[src/rtl/dac_spi_multi_if.sv]
// Parallel request/handshake side and serial DAC pins of dac_spi_multi.
// The master modport belongs to the controller, the slave modport to the write engine.
interface dac_spi_multi_if #(
    parameter int unsigned NCH   = 2,
    parameter int unsigned DW    = 12,
    parameter int unsigned FRAME = 16
);
    localparam int unsigned CW  = (NCH > 1) ? $clog2(NCH) : 1;
    localparam int unsigned CTW = FRAME - DW - CW;

    logic                start;
    logic [NCH*DW-1:0]   ch_data;
    logic [NCH-1:0]      ch_mask;
    logic [CTW-1:0]      ctrl;
    logic                busy;
    logic                done;
    logic                sclk;
    logic                dout;
    logic                sync_n;
    logic                ldac_n;

    modport master (
        output start, ch_data, ch_mask, ctrl,
        input  busy, done, sclk, dout, sync_n, ldac_n
    );

    modport slave (
        input  start, ch_data, ch_mask, ctrl,
        output busy, done, sclk, dout, sync_n, ldac_n
    );
endinterface

[src/rtl/dac_spi_multi.sv]
// Multi-channel SYNC-framed serial DAC write engine (AD53xx class), registered pin outputs.
// Build option DAC_SPI_LDAC_EN: one shared ldac_n low pulse after the last word; else ldac_n = 0.
module dac_spi_multi #(
    parameter int unsigned NCH     = 2,
    parameter int unsigned DW      = 12,
    parameter int unsigned FRAME   = 16,
    parameter int unsigned CLK_DIV = 16,
    parameter int unsigned GAP     = 4,
    parameter int unsigned LDAC_W  = 2
) (
    input  logic           clk,
    input  logic           RESET_N,
    dac_spi_multi_if.slave bus
);
    localparam int unsigned CW   = (NCH > 1) ? $clog2(NCH) : 1;
    localparam int unsigned CTW  = FRAME - DW - CW;
    localparam int unsigned DCW  = (CLK_DIV > 1) ? $clog2(CLK_DIV) : 1;
    localparam int unsigned BM0  = (FRAME > GAP) ? FRAME : GAP;
    localparam int unsigned BMAX = (BM0 > LDAC_W) ? BM0 : LDAC_W;
    localparam int unsigned BCW  = $clog2(BMAX + 1);

    localparam logic [2:0] StIdle  = 3'd0;
    localparam logic [2:0] StShift = 3'd1;
    localparam logic [2:0] StGap   = 3'd2;
`ifdef DAC_SPI_LDAC_EN
    localparam logic [2:0] StLdac  = 3'd3;
`endif
    localparam logic [2:0] StDone  = 3'd4;

    // Lowest set bit wins, giving ascending channel order.
    function automatic logic [CW-1:0] first_ch(input logic [NCH-1:0] m);
        logic [CW-1:0] idx;
        idx = '0;
        for (int k = int'(NCH) - 1; k >= 0; k--) begin
            if (m[k]) idx = CW'(k);
        end
        return idx;
    endfunction

    function automatic logic [FRAME-1:0] make_word(input logic [CW-1:0]     idx,
                                                   input logic [CTW-1:0]    c,
                                                   input logic [NCH*DW-1:0] d);
        return {idx, c, d[idx*DW +: DW]};
    endfunction

    logic [2:0]        state_q, state_d;
    logic [DCW-1:0]    div_q, div_d;
    logic [BCW-1:0]    bit_q, bit_d;
    logic [FRAME-1:0]  shreg_q, shreg_d;
    logic [NCH-1:0]    mask_q, mask_d;
    logic [NCH*DW-1:0] data_q, data_d;
    logic [CTW-1:0]    ctrl_q, ctrl_d;

    logic sclk_q, sclk_d;
    logic dout_q, dout_d;
    logic sync_n_q, sync_n_d;
    logic busy_q, busy_d;
    logic done_q, done_d;

    logic          period_end;
    logic          active;
    logic [CW-1:0] acc_idx;
    logic [CW-1:0] nxt_idx;

    always_comb begin
        state_d    = state_q;
        div_d      = div_q;
        bit_d      = bit_q;
        shreg_d    = shreg_q;
        mask_d     = mask_q;
        data_d     = data_q;
        ctrl_d     = ctrl_q;
        period_end = (div_q == DCW'(CLK_DIV - 1));
        acc_idx    = first_ch(bus.ch_mask);
        nxt_idx    = first_ch(mask_q);

        case (state_q)
            // DONE accepts a new start exactly like IDLE so back-to-back requests lose no cycle.
            StIdle, StDone: begin
                state_d = StIdle;
                if (bus.start) begin
                    data_d = bus.ch_data;
                    ctrl_d = bus.ctrl;
                    mask_d = bus.ch_mask;
                    div_d  = '0;
                    bit_d  = '0;
                    if (bus.ch_mask != '0) begin
                        mask_d[acc_idx] = 1'b0;
                        shreg_d         = make_word(acc_idx, bus.ctrl, bus.ch_data);
                        state_d         = StShift;
                    end else begin
                        state_d = StDone;
                    end
                end
            end
            StShift: begin
                div_d = period_end ? '0 : div_q + 1'b1;
                if (period_end) begin
                    shreg_d = {shreg_q[FRAME-2:0], 1'b0};
                    if (bit_q == BCW'(FRAME - 1)) begin
                        bit_d   = '0;
                        state_d = StGap;
                    end else begin
                        bit_d = bit_q + 1'b1;
                    end
                end
            end
            StGap: begin
                div_d = period_end ? '0 : div_q + 1'b1;
                if (period_end) begin
                    if (bit_q == BCW'(GAP - 1)) begin
                        bit_d = '0;
                        if (mask_q != '0) begin
                            mask_d[nxt_idx] = 1'b0;
                            shreg_d         = make_word(nxt_idx, ctrl_q, data_q);
                            state_d         = StShift;
                        end else begin
`ifdef DAC_SPI_LDAC_EN
                            state_d = StLdac;
`else
                            state_d = StDone;
`endif
                        end
                    end else begin
                        bit_d = bit_q + 1'b1;
                    end
                end
            end
`ifdef DAC_SPI_LDAC_EN
            StLdac: begin
                div_d = period_end ? '0 : div_q + 1'b1;
                if (period_end) begin
                    if (bit_q == BCW'(LDAC_W - 1)) begin
                        bit_d   = '0;
                        state_d = StDone;
                    end else begin
                        bit_d = bit_q + 1'b1;
                    end
                end
            end
`endif
            default: begin
                state_d = StIdle;
                div_d   = '0;
                bit_d   = '0;
            end
        endcase
    end

    // Pins are registered from next-state values so they toggle cleanly on the clock edge.
    always_comb begin
        active = (state_d == StShift) || (state_d == StGap);
`ifdef DAC_SPI_LDAC_EN
        active = active || (state_d == StLdac);
`endif
        sclk_d   = !active || (div_d < DCW'(CLK_DIV / 2));
        dout_d   = (state_d == StShift) && shreg_d[FRAME-1];
        sync_n_d = (state_d != StShift);
        busy_d   = active;
        done_d   = (state_d == StDone);
    end

    always_ff @(posedge clk or negedge RESET_N) begin
        if (!RESET_N) begin
            state_q  <= StIdle;
            div_q    <= '0;
            bit_q    <= '0;
            shreg_q  <= '0;
            mask_q   <= '0;
            data_q   <= '0;
            ctrl_q   <= '0;
            sclk_q   <= 1'b1;
            dout_q   <= 1'b0;
            sync_n_q <= 1'b1;
            busy_q   <= 1'b0;
            done_q   <= 1'b0;
        end else begin
            state_q  <= state_d;
            div_q    <= div_d;
            bit_q    <= bit_d;
            shreg_q  <= shreg_d;
            mask_q   <= mask_d;
            data_q   <= data_d;
            ctrl_q   <= ctrl_d;
            sclk_q   <= sclk_d;
            dout_q   <= dout_d;
            sync_n_q <= sync_n_d;
            busy_q   <= busy_d;
            done_q   <= done_d;
        end
    end

`ifdef DAC_SPI_LDAC_EN
    logic ldac_n_q;

    always_ff @(posedge clk or negedge RESET_N) begin
        if (!RESET_N) begin
            ldac_n_q <= 1'b1;
        end else begin
            ldac_n_q <= (state_d != StLdac);
        end
    end

    assign bus.ldac_n = ldac_n_q;
`else
    // Without a common strobe each channel latches on its own sync_n rise.
    assign bus.ldac_n = 1'b0;
`endif

    assign bus.sclk   = sclk_q;
    assign bus.dout   = dout_q;
    assign bus.sync_n = sync_n_q;
    assign bus.busy   = busy_q;
    assign bus.done   = done_q;
endmodule
[src/flat_wrapper.sv]
// flat-port wrapper written by rule: the top's interface ports become plain ports
module dac_spi_multi_flat 
#(
    parameter int unsigned NCH     = 2,
    parameter int unsigned DW      = 12,
    parameter int unsigned FRAME   = 16,
    parameter int unsigned CLK_DIV = 16,
    parameter int unsigned GAP     = 4,
    parameter int unsigned LDAC_W  = 2
)
  (clk, RESET_N, bus_start, bus_ch_data, bus_ch_mask, bus_ctrl, bus_busy, bus_done, bus_sclk, bus_dout, bus_sync_n, bus_ldac_n);
  dac_spi_multi_if #(.NCH(NCH), .DW(DW), .FRAME(FRAME)) bus_i ();
  input  logic clk;
  input  logic RESET_N;
  input wire logic [$bits(bus_i.start)-1:0] bus_start;
  input wire logic [$bits(bus_i.ch_data)-1:0] bus_ch_data;
  input wire logic [$bits(bus_i.ch_mask)-1:0] bus_ch_mask;
  input wire logic [$bits(bus_i.ctrl)-1:0] bus_ctrl;
  output wire logic [$bits(bus_i.busy)-1:0] bus_busy;
  output wire logic [$bits(bus_i.done)-1:0] bus_done;
  output wire logic [$bits(bus_i.sclk)-1:0] bus_sclk;
  output wire logic [$bits(bus_i.dout)-1:0] bus_dout;
  output wire logic [$bits(bus_i.sync_n)-1:0] bus_sync_n;
  output wire logic [$bits(bus_i.ldac_n)-1:0] bus_ldac_n;
  assign bus_i.start = bus_start;
  assign bus_i.ch_data = bus_ch_data;
  assign bus_i.ch_mask = bus_ch_mask;
  assign bus_i.ctrl = bus_ctrl;
  assign bus_busy = bus_i.busy;
  assign bus_done = bus_i.done;
  assign bus_sclk = bus_i.sclk;
  assign bus_dout = bus_i.dout;
  assign bus_sync_n = bus_i.sync_n;
  assign bus_ldac_n = bus_i.ldac_n;
  dac_spi_multi #(.NCH(NCH), .DW(DW), .FRAME(FRAME), .CLK_DIV(CLK_DIV), .GAP(GAP), .LDAC_W(LDAC_W)) u_core (.clk(clk), .RESET_N(RESET_N), .bus(bus_i));
endmodule
[config.mk]
export PLATFORM = sky130hd
export DESIGN_NAME = dac_spi_multi_flat
export DESIGN_NICKNAME = d
export VERILOG_FILES = /design/src/rtl/dac_spi_multi_if.sv /design/src/rtl/dac_spi_multi.sv /design/src/flat_wrapper.sv
export SDC_FILE = /design/constraint.sdc
export NUM_CORES = 1
export LEC_CHECK = 0
export CAP_MARGIN = 20
export CORE_UTILIZATION = 38
export CTS_CLUSTER_DIAMETER = 120
export DETAILED_ROUTE_END_ITERATION = 16
export DONT_BUFFER_PORTS = 1
export SLEW_MARGIN = 20
export SYNTH_ARGS = -nofsm -noshare
export SYNTH_HDL_FRONTEND = slang
export SYNTH_SLANG_ARGS = --single-unit
export TNS_END_PERCENT = 1
[constraint.sdc]
create_clock -name clk -period 3.33 [get_ports clk]
set_input_delay 0.666 -clock clk [delete_from_list [all_inputs] [get_ports clk]]
set_output_delay 0.666 -clock clk [all_outputs]
set_load 0.01 [all_outputs]
=== After elaboration in Yosys (flattened, before gate mapping) ===
Index checks and enable logic that the tools add are counted.

* Input bits: 32
* Register bits: 62
* Logic and storage cells: 99
* Output and inout bits: 6

* Add/subtract/negate cells: 2
* Muxes and demuxes: 38
* Shift operators: 2
* Multiply operators: 2
* Bitwise operators: 4
* Reductions and logical operators: 17
* Equality and inequality tests: 16
* Magnitude comparators: 5

{| class="wikitable"
|+ Operators by type and width
! kind !! count
|-
| 2-to-1 mux 16 bit || 6
|-
| case mux 16 bit (3 select lines) || 1
|-
| indexed part select 24 x 6 -> 12 bit || 2
|-
| 2-to-1 mux 5 bit || 5
|-
| 2-to-1 mux 3 bit || 7
|-
| case mux 5 bit (3 select lines) || 1
|-
| 2-to-1 mux 2 bit || 5
|-
| inequality test 2 x 1 -> 1 bit, second input constant || 5
|-
| case mux 3 bit (3 select lines) || 1
|-
| 2-to-1 mux 4 bit || 2
|-
| case mux 4 bit (2 select lines) || 1
|-
| AND reduction 7 bit || 1
|-
| equality test 3 x 1 -> 1 bit, second input constant || 2
|-
| equality test 3 x 2 -> 1 bit, second input constant || 2
|-
| equality test 3 bit, second input constant || 2
|-
| multiplier 1 x 2 -> 3 bit, second input constant || 2
|-
| 2-to-1 mux 1 bit || 6
|-
| nonzero test 2 bit || 3
|-
| adder 5 x 1 -> 5 bit, second input constant || 1
|-
| equality test 5 x 2 -> 1 bit, second input constant || 1
|-
| equality test 5 x 4 -> 1 bit, second input constant || 1
|-
| AND reduction 5 bit || 1
|-
| adder 4 x 1 -> 4 bit, second input constant || 1
|-
| AND 2 bit || 2
|-
| other kinds (17) || 25
|}

=== Longest topological paths before layout ===
Gate-level depths: netlist (run 1).

* Depth after elaboration: 12
* Mapped depth: 7

=== Worst setup path before layout (run 1) ===
Ideal clock, no wire load.

* Path kind: input-to-reg
* Start: input port bus_start
* End: register u_core.shreg_q[10]
* Data required time: 3.204 ns
* Data arrival time: 1.836 ns
* Buffers on the path: 2
* Setup slack: 1.368 ns
* Stages on the path: 6
* Path through: or3b_1 -> buf_6 -> o32ai_4 -> o21ai_4 -> buf_6 -> a221o_1

* Cells in the longest elaborated chain, start to end: 2

{| class="wikitable"
|+ RTL lines
! item !! line !! text
|-
| start: declaration || flat_wrapper.sv:15 || <nowiki>input wire logic [$bits(bus_i.start)-1:0] bus_start;</nowiki>
|-
| inequality test 2 bit (no line) || - ||
|-
| AND reduction 7 bit (no line) || - ||
|-
| end signal: assignment || dac_spi_multi.sv:181 || <nowiki>shreg_q <= shreg_d;</nowiki>
|-
| end: declaration || dac_spi_multi.sv:49 || <nowiki>logic [FRAME-1:0] shreg_q, shreg_d;</nowiki>
|}

No other way between the ends.
A chain may end at the register's enable or synchronous reset.

=== Worst setup path in the final report (run 1) ===
* Start: register u_core.state_q[0]
* End: register u_core.busy_q (netlist: u_core.bus.busy)

* Cells in the longest elaborated chain, start to end: 5

{| class="wikitable"
|+ RTL lines
! item !! line !! text
|-
| start: declaration || dac_spi_multi.sv:46 || <nowiki>logic [2:0] state_q, state_d;</nowiki>
|-
| start signal: assignment || dac_spi_multi.sv:165 || <nowiki>state_q <= StIdle;</nowiki>
|-
| start signal: assignment || dac_spi_multi.sv:178 || <nowiki>state_q <= state_d;</nowiki>
|-
| equality test 3 bit (tied with other cells) || dac_spi_multi.sv:77 || <nowiki>case (state_q)</nowiki>
|-
| OR reduction 2 bit (tied with other cells) || dac_spi_multi.sv:77 ||
|-
| case mux 3 bit (3 select lines) * || dac_spi_multi.sv:77 ||
|-
| equality test 3 x 1 -> 1 bit / equality test 3 x 2 -> 1 bit (equally long branches) || dac_spi_multi.sv:152 || <nowiki>active = (state_d == StShift) || (state_d == StGap);</nowiki>
|-
| logical OR 1 bit * || dac_spi_multi.sv:152 ||
|-
| via u_core.active || dac_spi_multi.sv:61 || <nowiki>logic active;</nowiki>
|-
| end signal: assignment || dac_spi_multi.sv:188 || <nowiki>busy_q <= busy_d;</nowiki>
|-
| end: declaration || dac_spi_multi.sv:57 || <nowiki>logic busy_q, busy_d;</nowiki>
|}

Mark *: on every way through the listed nets, which the timed path passes. The rest lies on a longest branch.

==> summary.txt, run 1 <==
cell taking the most area after synthesis: dfrtp_1
WP data arrival: 2.55 ns
DRC violation count after routing: 0
most common cell after layout, fill and taps aside: dfrtp_1
f_max: 423 MHz
reg-to-reg slack, setup: 0.97 ns
total number of yosys warnings: 0
row count: 32
Syn Nets: 292
clock-pin transition on the worst setup and hold timing paths: 0.07 ns
placeable core region: 7850 um^2
number of search-and-repair iterations in the first detailed-routing pass: 6
Reg-to-Reg Start: u_core.state_q[0]
worst setup path class: flop to flop
Required @ worst endpoint: 3.52 ns
effective utilization at floorplan: 40.0%
final HPWL from detailed placement: 4.46 mm
Leak: 1.44 nW
final-layout worst hold slack: 0.0179 ns
combined area of all synthesized cells: 3140 um^2
final-layout fill cell count: 754
clock tree from TritonCTS: yes
Critical Path Source: u_core.state_q[0]
met2 layer usage reported by global route: 25.8%
TNS Setup: 0 ns
share of async-settable or async-resettable flops after synthesis: 100%
Max Buffers Root-to-Sink: 2
clock latency reported for the late side of the worst-skew pair: 0.34 ns
die height: 92.9 um
largest net degree at the start of global routing: 53
slowest stage cell on the critical path: dfrtp_1
antenna violations before repair: 0
number of enable flip-flop cells after synthesis: 0
weighted congestion reported at the end of routability-driven placement: 0.782
vias: 2140
Final setup violation count: 0
Root Driver: clkbuf_8
CTS sink count: 62
Starting DRT DRC Count: 136
Routed wire per std cell: 18.4 um
fraction of the yosys area taken by sequential cells: 49.5%
Crit path largest cell delay: 0.58 ns
sum of overflow across all layers after global routing: 0
worst slew pin tran: 0.644 ns
multi-input combinational cell area: 1450 um^2
max-cap violations: 0
run status: finished clean
power density normalized to cell area: 848 nW/um^2
Total Wirelength: 6.66 mm
Post-Syn Instances: 256
die width: 92.9 um
met1 usage in global routing: 22.4%
share of layout cells above drive strength 1: 27.7%
number of global-route vias before repair: 2277
area fraction of the dominant cell type after synthesis: 47.8%
gr usage total: 17.2%
critical path peak fanout: 29
RR Endpoint: u_core.bus.busy
Netlist cell types: 54
Hold Crit Class: primary input to async pin
I/O pin cnt: 38
Avg Synthesized Cell Area: 12.3 um^2
kind of capture point of the worst setup path: flop
kind of launch point of the worst setup path: flop
register bit count reported by yosys: 62
ANT cells: 0
post-layout total power: 2.92 mW
IO buf count: 0
worst clock skew on the final layout: 0.00768 ns
FF-to-FF path depth: 5
most used flip-flop cell after synthesis: dfrtp_1
commonest cells after routing, fill and taps aside: dfrtp_1, mux2_2, a22o_1, a22oi_1, o2bb2ai_1
final critical path time including I/O delays and setup: 2.36 ns
maximum vdd drop: 254 uV
final worst path period share: 71.0%
total clock buffers created by CTS: 9
hold violation total from the final report: 0
Slew Limit Fails: 0
antenna viol nets, final: 0
busiest metal layer after global routing: met2
Die Area: 8640 um^2
synthesis-to-finish area growth: 9.80%
sequential cell area in the final layout: 1550 um^2
wire length of the first global-routing pass: 11.3 mm
Clock H-tree levels: 3
crit-path cells: or3b_2 -> buf_4 -> nor2_1 -> nor3_1 -> o21ai_0
RSZ-0062 raised after global routing: false
post-CTS resize count: 0
global routing usage on met3: 4.68%
Worst slew margin: 57.0%
dominant cells by area after synthesis: dfrtp_1, mux2_2, a22o_1, a22oi_1, o2bb2ai_1
Vias per Instance: 5.91
final net count: 291
## how the worst max path moves through the flow
stage                                    end  slack [ns]  depth (start not counted)
after CTS                    u_core.bus.busy        0.97                          5
after floorplan           u_core.shreg_q[10]        1.37                          6
after detailed placement     u_core.bus.busy        0.90                          5
final                        u_core.bus.busy        0.97                          5
after global routing         u_core.bus.busy        0.78                          5
after global placement       u_core.bus.busy        0.97                          5
## power breakdown
group          internal (mW)  leakage [nW]  switching, mW
registers               1.09         0.754          0.231
logic                  0.464         0.578          0.347
clock network          0.496         0.112          0.299
total                   2.05          1.44          0.877
## synth_stat cells (3+ instances only)
| cell type | n |
|---|---|
| mux2_2 | 29 |
| nand2_1 | 7 |
| a22oi_1 | 13 |
| a21oi_1 | 5 |
| buf_6 | 3 |
| a221o_2 | 8 |
| o2bb2ai_1 | 11 |
| a221o_1 | 6 |
| nor2_1 | 10 |
| nor2b_1 | 4 |
| inv_1 | 5 |
| nand3_1 | 7 |
| ha_1 | 4 |
| dfrtp_1 | 60 |
| and3_1 | 3 |
| buf_4 | 3 |
| buf_2 | 4 |
| nor3_1 | 4 |
| clkbuf_1 | 8 |
| a31oi_1 | 4 |
| o32ai_1 | 4 |
| a22o_1 | 16 |
## cell families (layout without fill, tap and decap cells)
kind of cell | Yosys count | in the layout | share of synthesized area (%)
flops | 62 | 62 | 49.5
compound gates | 86 | 86 | 23.9
mux | 29 | 29 | 10.4
other cells | 1 | 1 | 0.119
fa+ha+maj | 5 | 5 | 1.91
xor+xnor | 3 | 3 | 0.836
simple gates | 46 | 46 | 9.16
buf+inv | 24 | 28 | 4.26
## repair_timing
item                                    4_1_cts  5_1_grt
buffers inserted                              0        0
hold buffers                                  1        1
endpoints found under the setup margin        0        0
endpoints found under the hold margin        11        3
## layer usage
| layer | wire length, um | vias up |
|---|---|---|
| li1 | - | 994 |
| met1 | 3070 | 1096 |
| met2 | 3080 | 39 |
| met3 | 374 | 11 |
| met4 | 132 | 0 |
| met5 | 0 | - |
## cell type report
class | instances | share of cell area (%)
inverter | 5 | 0.544
sequential | 62 | 45.0
timing repair buffer | 7 | 1.67
tap | 102 | 3.70
clock inverter | 6 | 3.19
multi-input combinational | 170 | 42.1
clock buffer | 10 | 3.70
## flip-flops by register name, summed over array words and instances, names as in the netlist
register           flops
u_core.mask_q          2
u_core.bus.busy        1
u_core.bit_q           5
u_core.shreg_q        16
u_core.data_q         24
u_core.bus.sclk        1
u_core.div_q           4
u_core.bus.sync_n      1
u_core.bus.dout        1
u_core.state_q         3
u_core.bus.done        1
u_core.ctrl_q          3
## critical path: cells and delay by family (launching register included)
kind | cells | cell delay (ns)
simple gates | 3 | 1.04
flops | 1 | 0.58
buf+inv | 1 | 0.41
compound gates | 1 | 0.17
## through the flow
| stage | util [%] | area (um^2) | std cells | setup WS [ns] |
|---|---|---|---|---|
| 6_report | 44.0 | 3450 | 362 | 0.966 |
| 5_1_grt | 44.0 | 3450 | 362 | 0.778 |
| 4_1_cts | 43.8 | 3440 | 361 | 0.967 |
| 3_5_place_dp | 40.7 | 3190 | 344 | 0.895 |
| 3_3_place_gp | 40.7 | 3190 | 344 | 0.973 |
| 2_1_floorplan | - | 3140 | 256 | 1.37 |
No activity file was read; power rests on OpenSTA's default activity.
==> run 2, diff against run 1 <==
Clock period 3.33 ns to 2.15 ns, I/O delays scaled along.
==> summary.txt, run 2 (synthesis results as in run 1) <==
Clock H-tree levels: 3 (unchanged)
Biggest register: u_core.data_q (unchanged)
Reg-to-Reg Start: u_core.bit_q[0] (was u_core.state_q[0])
share of layout cells above drive strength 1: 29.7% (was 27.7%)
worst clock skew on the final layout: 0.00727 ns (was 0.00768 ns)
maximum vdd drop: 414 uV (was 254 uV)
Worst Hold Path Cells: 1
die width: 92.9 um (unchanged)
wire length of the first global-routing pass: 11.1 mm (was 11.3 mm)
antenna violations before repair: 0 (unchanged)
DRC violation count after routing: 0 (unchanged)
Leak: 1.47 nW (was 1.44 nW)
reg-to-reg slack, setup: 0.17 ns (was 0.97 ns)
Final setup violation count: 0 (unchanged)
Die Area: 8640 um^2 (unchanged)
antenna viol nets, final: 0 (unchanged)
worst slew pin tran: 1.08 ns (was 0.644 ns)
Total Wirelength: 6.79 mm (was 6.66 mm)
weighted congestion reported at the end of routability-driven placement: 0.777 (was 0.782)
Hold Crit Class: primary input to flop (was primary input to async pin)
Critical Path Source: u_core.bit_q[0] (was u_core.state_q[0])
worst setup path class: flop to flop (unchanged)
commonest cells after routing, fill and taps aside: dfrtp_1, mux2_2, a22o_1, a22oi_1, buf_4 (was dfrtp_1, mux2_2, a22o_1, a22oi_1, o2bb2ai_1)
post-CTS setup buffer count: 0 (unchanged)
number of search-and-repair iterations in the first detailed-routing pass: 4 (was 6)
Worst slew margin: 27.6% (was 57.0%)
kind of capture point of the worst setup path: flop (unchanged)
Root Driver: clkbuf_8 (unchanged)
run status: finished clean (unchanged)
number of standard cells in the layout, taps in and fillers out: 368 (was 362)
Required @ worst endpoint: 2.36 ns (was 3.52 ns)
Slew Limit Fails: 0 (unchanged)
vias: 2125 (was 2140)
clock tree from TritonCTS: yes (unchanged)
Placed Cells incl. Taps: 351 (was 344)
I/O pin cnt: 38 (unchanged)
largest registers: u_core.data_q (24), u_core.shreg_q (16), u_core.bit_q (5) (unchanged)
Hold Path Origin: bus_ch_mask[1]
Max Buffers Root-to-Sink: 2 (unchanged)
effective utilization at floorplan: 40.0% (unchanged)
RR Endpoint: u_core.shreg_q[1] (was u_core.bus.busy)
row count: 32 (unchanged)
largest net degree at the start of global routing: 63 (was 53)
kind of launch point of the worst setup path: flop (unchanged)
placeable core region: 7850 um^2 (unchanged)
sum of overflow across all layers after global routing: 0 (unchanged)
post-CTS resize count: 0 (unchanged)
total clock buffers created by CTS: 9 (unchanged)
flip-flop count of the largest register, all copies and words added: 24 (unchanged)
RSZ-0062 raised after global routing: false (unchanged)
max-cap violations: 0 (unchanged)
synthesis-to-finish area growth: 10.5% (was 9.80%)
Hold EP: u_core.state_q[2]
IO buf count: 0 (unchanged)
number of global-route vias before repair: 2126 (was 2277)
TNS Setup: 0 ns (unchanged)
FF-to-FF path depth: 5 (unchanged)
die height: 92.9 um (unchanged)
f_max: 504 MHz (was 423 MHz)
power density normalized to cell area: 1250 nW/um^2 (was 848 nW/um^2)
clock-pin transition on the worst setup and hold timing paths: 0.06 ns (was 0.07 ns)
final worst path period share: 92.2% (was 71.0%)
hold violation total from the final report: 0 (unchanged)
clock latency reported for the late side of the worst-skew pair: 0.33 ns (was 0.34 ns)
final net count: 298 (was 291)
most common cell after layout, fill and taps aside: dfrtp_1 (unchanged)
critical path peak fanout: 15 (was 29)
final critical path time including I/O delays and setup: 1.98 ns (was 2.36 ns)
gr usage total: 17.2% (about the same)
number of buffers inserted for hold repair after clock tree synthesis: 2 (was 1)
CTS sink count: 62 (unchanged)
Routed wire per std cell: 18.4 um (about the same)
final HPWL from detailed placement: 4.45 mm (was 4.46 mm)
ANT cells: 0 (unchanged)
WP data arrival: 2.20 ns (was 2.55 ns)
Starting DRT DRC Count: 118 (was 136)
Vias per Instance: 5.77 (was 5.91)
[run 2: area by class of cell]
cell class / instances / area [um^2]
inverters: 5 / 18.8
well taps: 102 / 128
multi-input cells: 170 / 1450
flip-flops and latches: 62 / 1550
repair buffers: 14 / 128
clock inverters: 4 / 47.5
fillers: 743 / 4380
clock buffers: 11 / 141
[run 2: report_power, final]
group | switching [mW] | internal (mW)
registers | 0.345 | 1.69
logic | 0.568 | 0.734
clock network | 0.446 | 0.557
[run 2: worst max-delay path, cell delays in order (launching register included)]
cell	delay, ns
dfrtp_1	0.38
ha_1	0.23
or4b_4	0.54
nor2_8	0.15
o21ai_4	0.15
a221o_2	0.41
[run 2: how the worst max path moves through the flow]
stage                               to  depth (start not counted)
floorplan           u_core.shreg_q[10]                          6
global placement     u_core.shreg_q[2]                          5
detailed placement   u_core.shreg_q[4]                          5
CTS                    u_core.bus.dout                          5
global route           u_core.bus.dout                          5
finish               u_core.shreg_q[1]                          5
[run 2: through the flow]
stage | worst slack [ns] | hold slack, ns | area, um^2 | utilization [%] | total power, mW
3_5_place_dp | 0.172 | 0.137 | 3240 | 41.3 | 3.32
3_3_place_gp | 0.208 | 0.137 | 3240 | 41.3 | 3.28
6_report | 0.167 | 0.225 | 3470 | 44.2 | 4.34
4_1_cts | 0.168 | 0.217 | 3470 | 44.2 | 4.37
2_1_floorplan | 0.250 | 0.134 | 3140 | - | 3.06
5_1_grt | 0.0881 | 0.198 | 3470 | 44.2 | 4.62
[run 2: per-layer routing]
| layer | wire [um] | global-route usage, % |
|---|---|---|
| met1 | 3370 | 24.3 |
| met2 | 2980 | 24.0 |
| met3 | 304 | 5.17 |
| met4 | 133 | 7.69 |
| met5 | 0 | 0 |
==> run 3, diff against run 2 <==
Settings changed: CORE_UTILIZATION 38 to 57, CTS_BUF_LIST set to sky130_fd_sc_hd__clkbuf_4 sky130_fd_sc_hd__clkbuf_8 sky130_fd_sc_hd__clkbuf_16, PLACE_DENSITY set to 0.75.
==> summary.txt, run 3 (synthesis results as in run 1) <==
run status: finished clean (unchanged)
final HPWL from detailed placement: 4.02 mm (was 4.45 mm)
max-cap violations: 0 (unchanged)
critical path peak fanout: 15 (unchanged)
Root Driver: clkbuf_8 (unchanged)
clock latency reported for the late side of the worst-skew pair: 0.34 ns (was 0.33 ns)
wire length of the first global-routing pass: 10.8 mm (was 11.1 mm)
Placed Cells incl. Taps: 316 (was 351)
antenna viol nets, final: 0 (unchanged)
final worst path period share: 92.2% (about the same)
antenna violations before repair: 0 (unchanged)
final net count: 295 (was 298)
f_max: 504 MHz (about the same)
most common cell after layout, fill and taps aside: dfrtp_1 (unchanged)
Hold Crit Class: primary input to flop (unchanged)
TNS Setup: 0 ns (unchanged)
Leak: 1.47 nW (about the same)
Sequential Power Share: 46.3% (was 46.8%)
CTS sink count: 62 (unchanged)
share of total power consumed by net switching: 30.9% (was 31.3%)
worst clock skew on the final layout: 0.00471 ns (was 0.00727 ns)
placeable core region: 5200 um^2 (was 7850 um^2)
Clk pwr share: 24.4% (was 23.1%)
Crit path largest cell delay: 0.54 ns (about the same)
largest net degree at the start of global routing: 63 (unchanged)
ANT cells: 0 (unchanged)
Worst path top cell family by delay: simple AND/OR/NAND/NOR gates (unchanged)
final critical path time including I/O delays and setup: 1.98 ns (about the same)
kind of launch point of the worst setup path: flop (unchanged)
die width: 76.2 um (was 92.9 um)
crit-path cells: ha_1 -> or4b_4 -> nor2_8 -> o21ai_4 -> a221o_2 (unchanged)
sum of overflow across all layers after global routing: 0 (unchanged)
flip-flop count of the largest register, all copies and words added: 24 (unchanged)
post-CTS setup buffer count: 0 (unchanged)
synthesis-to-finish area growth: 9.12% (was 10.5%)
power density normalized to cell area: 1280 nW/um^2 (was 1250 nW/um^2)
maximum vdd drop: 669 uV (was 414 uV)
Die Area: 5810 um^2 (was 8640 um^2)
power spent charging and discharging nets: 1.36 mW (about the same)
number of standard cells in the layout, taps in and fillers out: 334 (was 368)
RSZ-0062 raised after global routing: false (unchanged)
Clock H-tree levels: 3 (unchanged)
share of total power in combinational logic: 29.4% (was 30.0%)
clock-pin transition on the worst setup and hold timing paths: 0.07 ns (was 0.06 ns)
post-layout total power: 4.40 mW (was 4.34 mW)
Routed wire per std cell: 18.8 um (was 18.4 um)
Required @ worst endpoint: 2.38 ns (was 2.36 ns)
worst setup path class: flop to flop (unchanged)
Biggest register: u_core.data_q (unchanged)
Starting DRT DRC Count: 122 (was 118)
cell internal pwr: 3.04 mW (was 2.98 mW)
WP data arrival: 2.21 ns (was 2.20 ns)
Final setup violation count: 0 (unchanged)
Vias per Instance: 6.48 (was 5.77)
number of global-route vias before repair: 2155 (was 2126)
hold violation total from the final report: 0 (unchanged)
slowest stage cell on the critical path: or4b_4 (unchanged)
DRC violation count after routing: 0 (unchanged)
commonest cells after routing, fill and taps aside: dfrtp_1, mux2_2, a22o_1, a22oi_1 (was dfrtp_1, mux2_2, a22o_1, a22oi_1, buf_4)
share of layout cells above drive strength 1: 29.5% (was 29.7%)
die height: 76.2 um (was 92.9 um)
post-CTS resize count: 0 (unchanged)
number of buffer and inverter stages on the critical path: 0 (unchanged)
kind of capture point of the worst setup path: flop (unchanged)
I/O pin cnt: 38 (unchanged)
total clock buffers created by CTS: 9 (unchanged)
weighted congestion reported at the end of routability-driven placement: 0.853 (was 0.777)
effective utilization at floorplan: 60.4% (was 40.0%)
clock tree from TritonCTS: yes (unchanged)
gr usage total: 24.3% (was 17.2%)
row count: 26 (was 32)
largest registers: u_core.data_q (24), u_core.shreg_q (16), u_core.bit_q (5) (unchanged)
Slew Limit Fails: 0 (unchanged)
Max Buffers Root-to-Sink: 2 (unchanged)
worst slew pin tran: 1.05 ns (was 1.08 ns)
Total Wirelength: 6.29 mm (was 6.79 mm)
IO buf count: 0 (unchanged)
number of search-and-repair iterations in the first detailed-routing pass: 4 (unchanged)
vias: 2165 (was 2125)
Worst slew margin: 29.6% (was 27.6%)
number of buffers inserted for hold repair after clock tree synthesis: 2 (unchanged)
## run 3: per-layer routing
metal  vias up  share of wire [%]  wire length (um)  global-route usage, %
li1       1003                  -                 -                      -
met1      1077                 46              2920                   34.0
met2        72                 45              2830                   35.0
met3        13                6.5               409                   6.59
met4         0                2.2               138                   11.7
met5         -                  0                 0                      0
## run 3: final timing paths
path / cells past startpoint / slack (ns) / from / end
setup / recovery: 5 / 0.17 / u_core.bit_q[0] / u_core.shreg_q[5]
hold / removal: 1 / 0.20 / bus_ch_mask[0] / u_core.state_q[2]
setup reg to reg: 5 / 0.17 / u_core.bit_q[0] / u_core.shreg_q[5]
hold reg to reg: 1 / 0.51 / u_core.data_q[22] / u_core.data_q[22]
max in group asynchronous: 2 / 1.24 / RESET_N / u_core.bus.sync_n
min in group asynchronous: 2 / 0.63 / RESET_N / u_core.shreg_q[13]
## run 3: cell type report
cell class              instances  area (um^2)
inverters                       5         18.8
clock buffers                  13          166
flip-flops and latches         62         1550
repair buffers                 11          105
multi-input cells             170         1450
clock inverters                 3         42.5
fillers                       372         1780
well taps                      70         87.6
## run 3: through the flow
step	hold slack [ns]	worst slack [ns]	util (%)	area, um^2
after floorplan	0.134	0.250	-	3140
after global placement	0.136	0.220	61.1	3180
after detailed placement	0.136	0.163	61.1	3180
after CTS	0.189	0.153	65.9	3430
after global routing	0.195	0.0452	65.9	3430
final	0.204	0.167	65.9	3430
## run 3: power by group through the flow
stage	registers [mW]	clock network (mW)	logic, mW
after floorplan	1.94	0	1.12
after global placement	2.02	0	1.23
final	2.03	1.07	1.29
after global routing	2.09	1.14	1.44
after CTS	2.03	1.09	1.30
after detailed placement	2.03	0	1.27
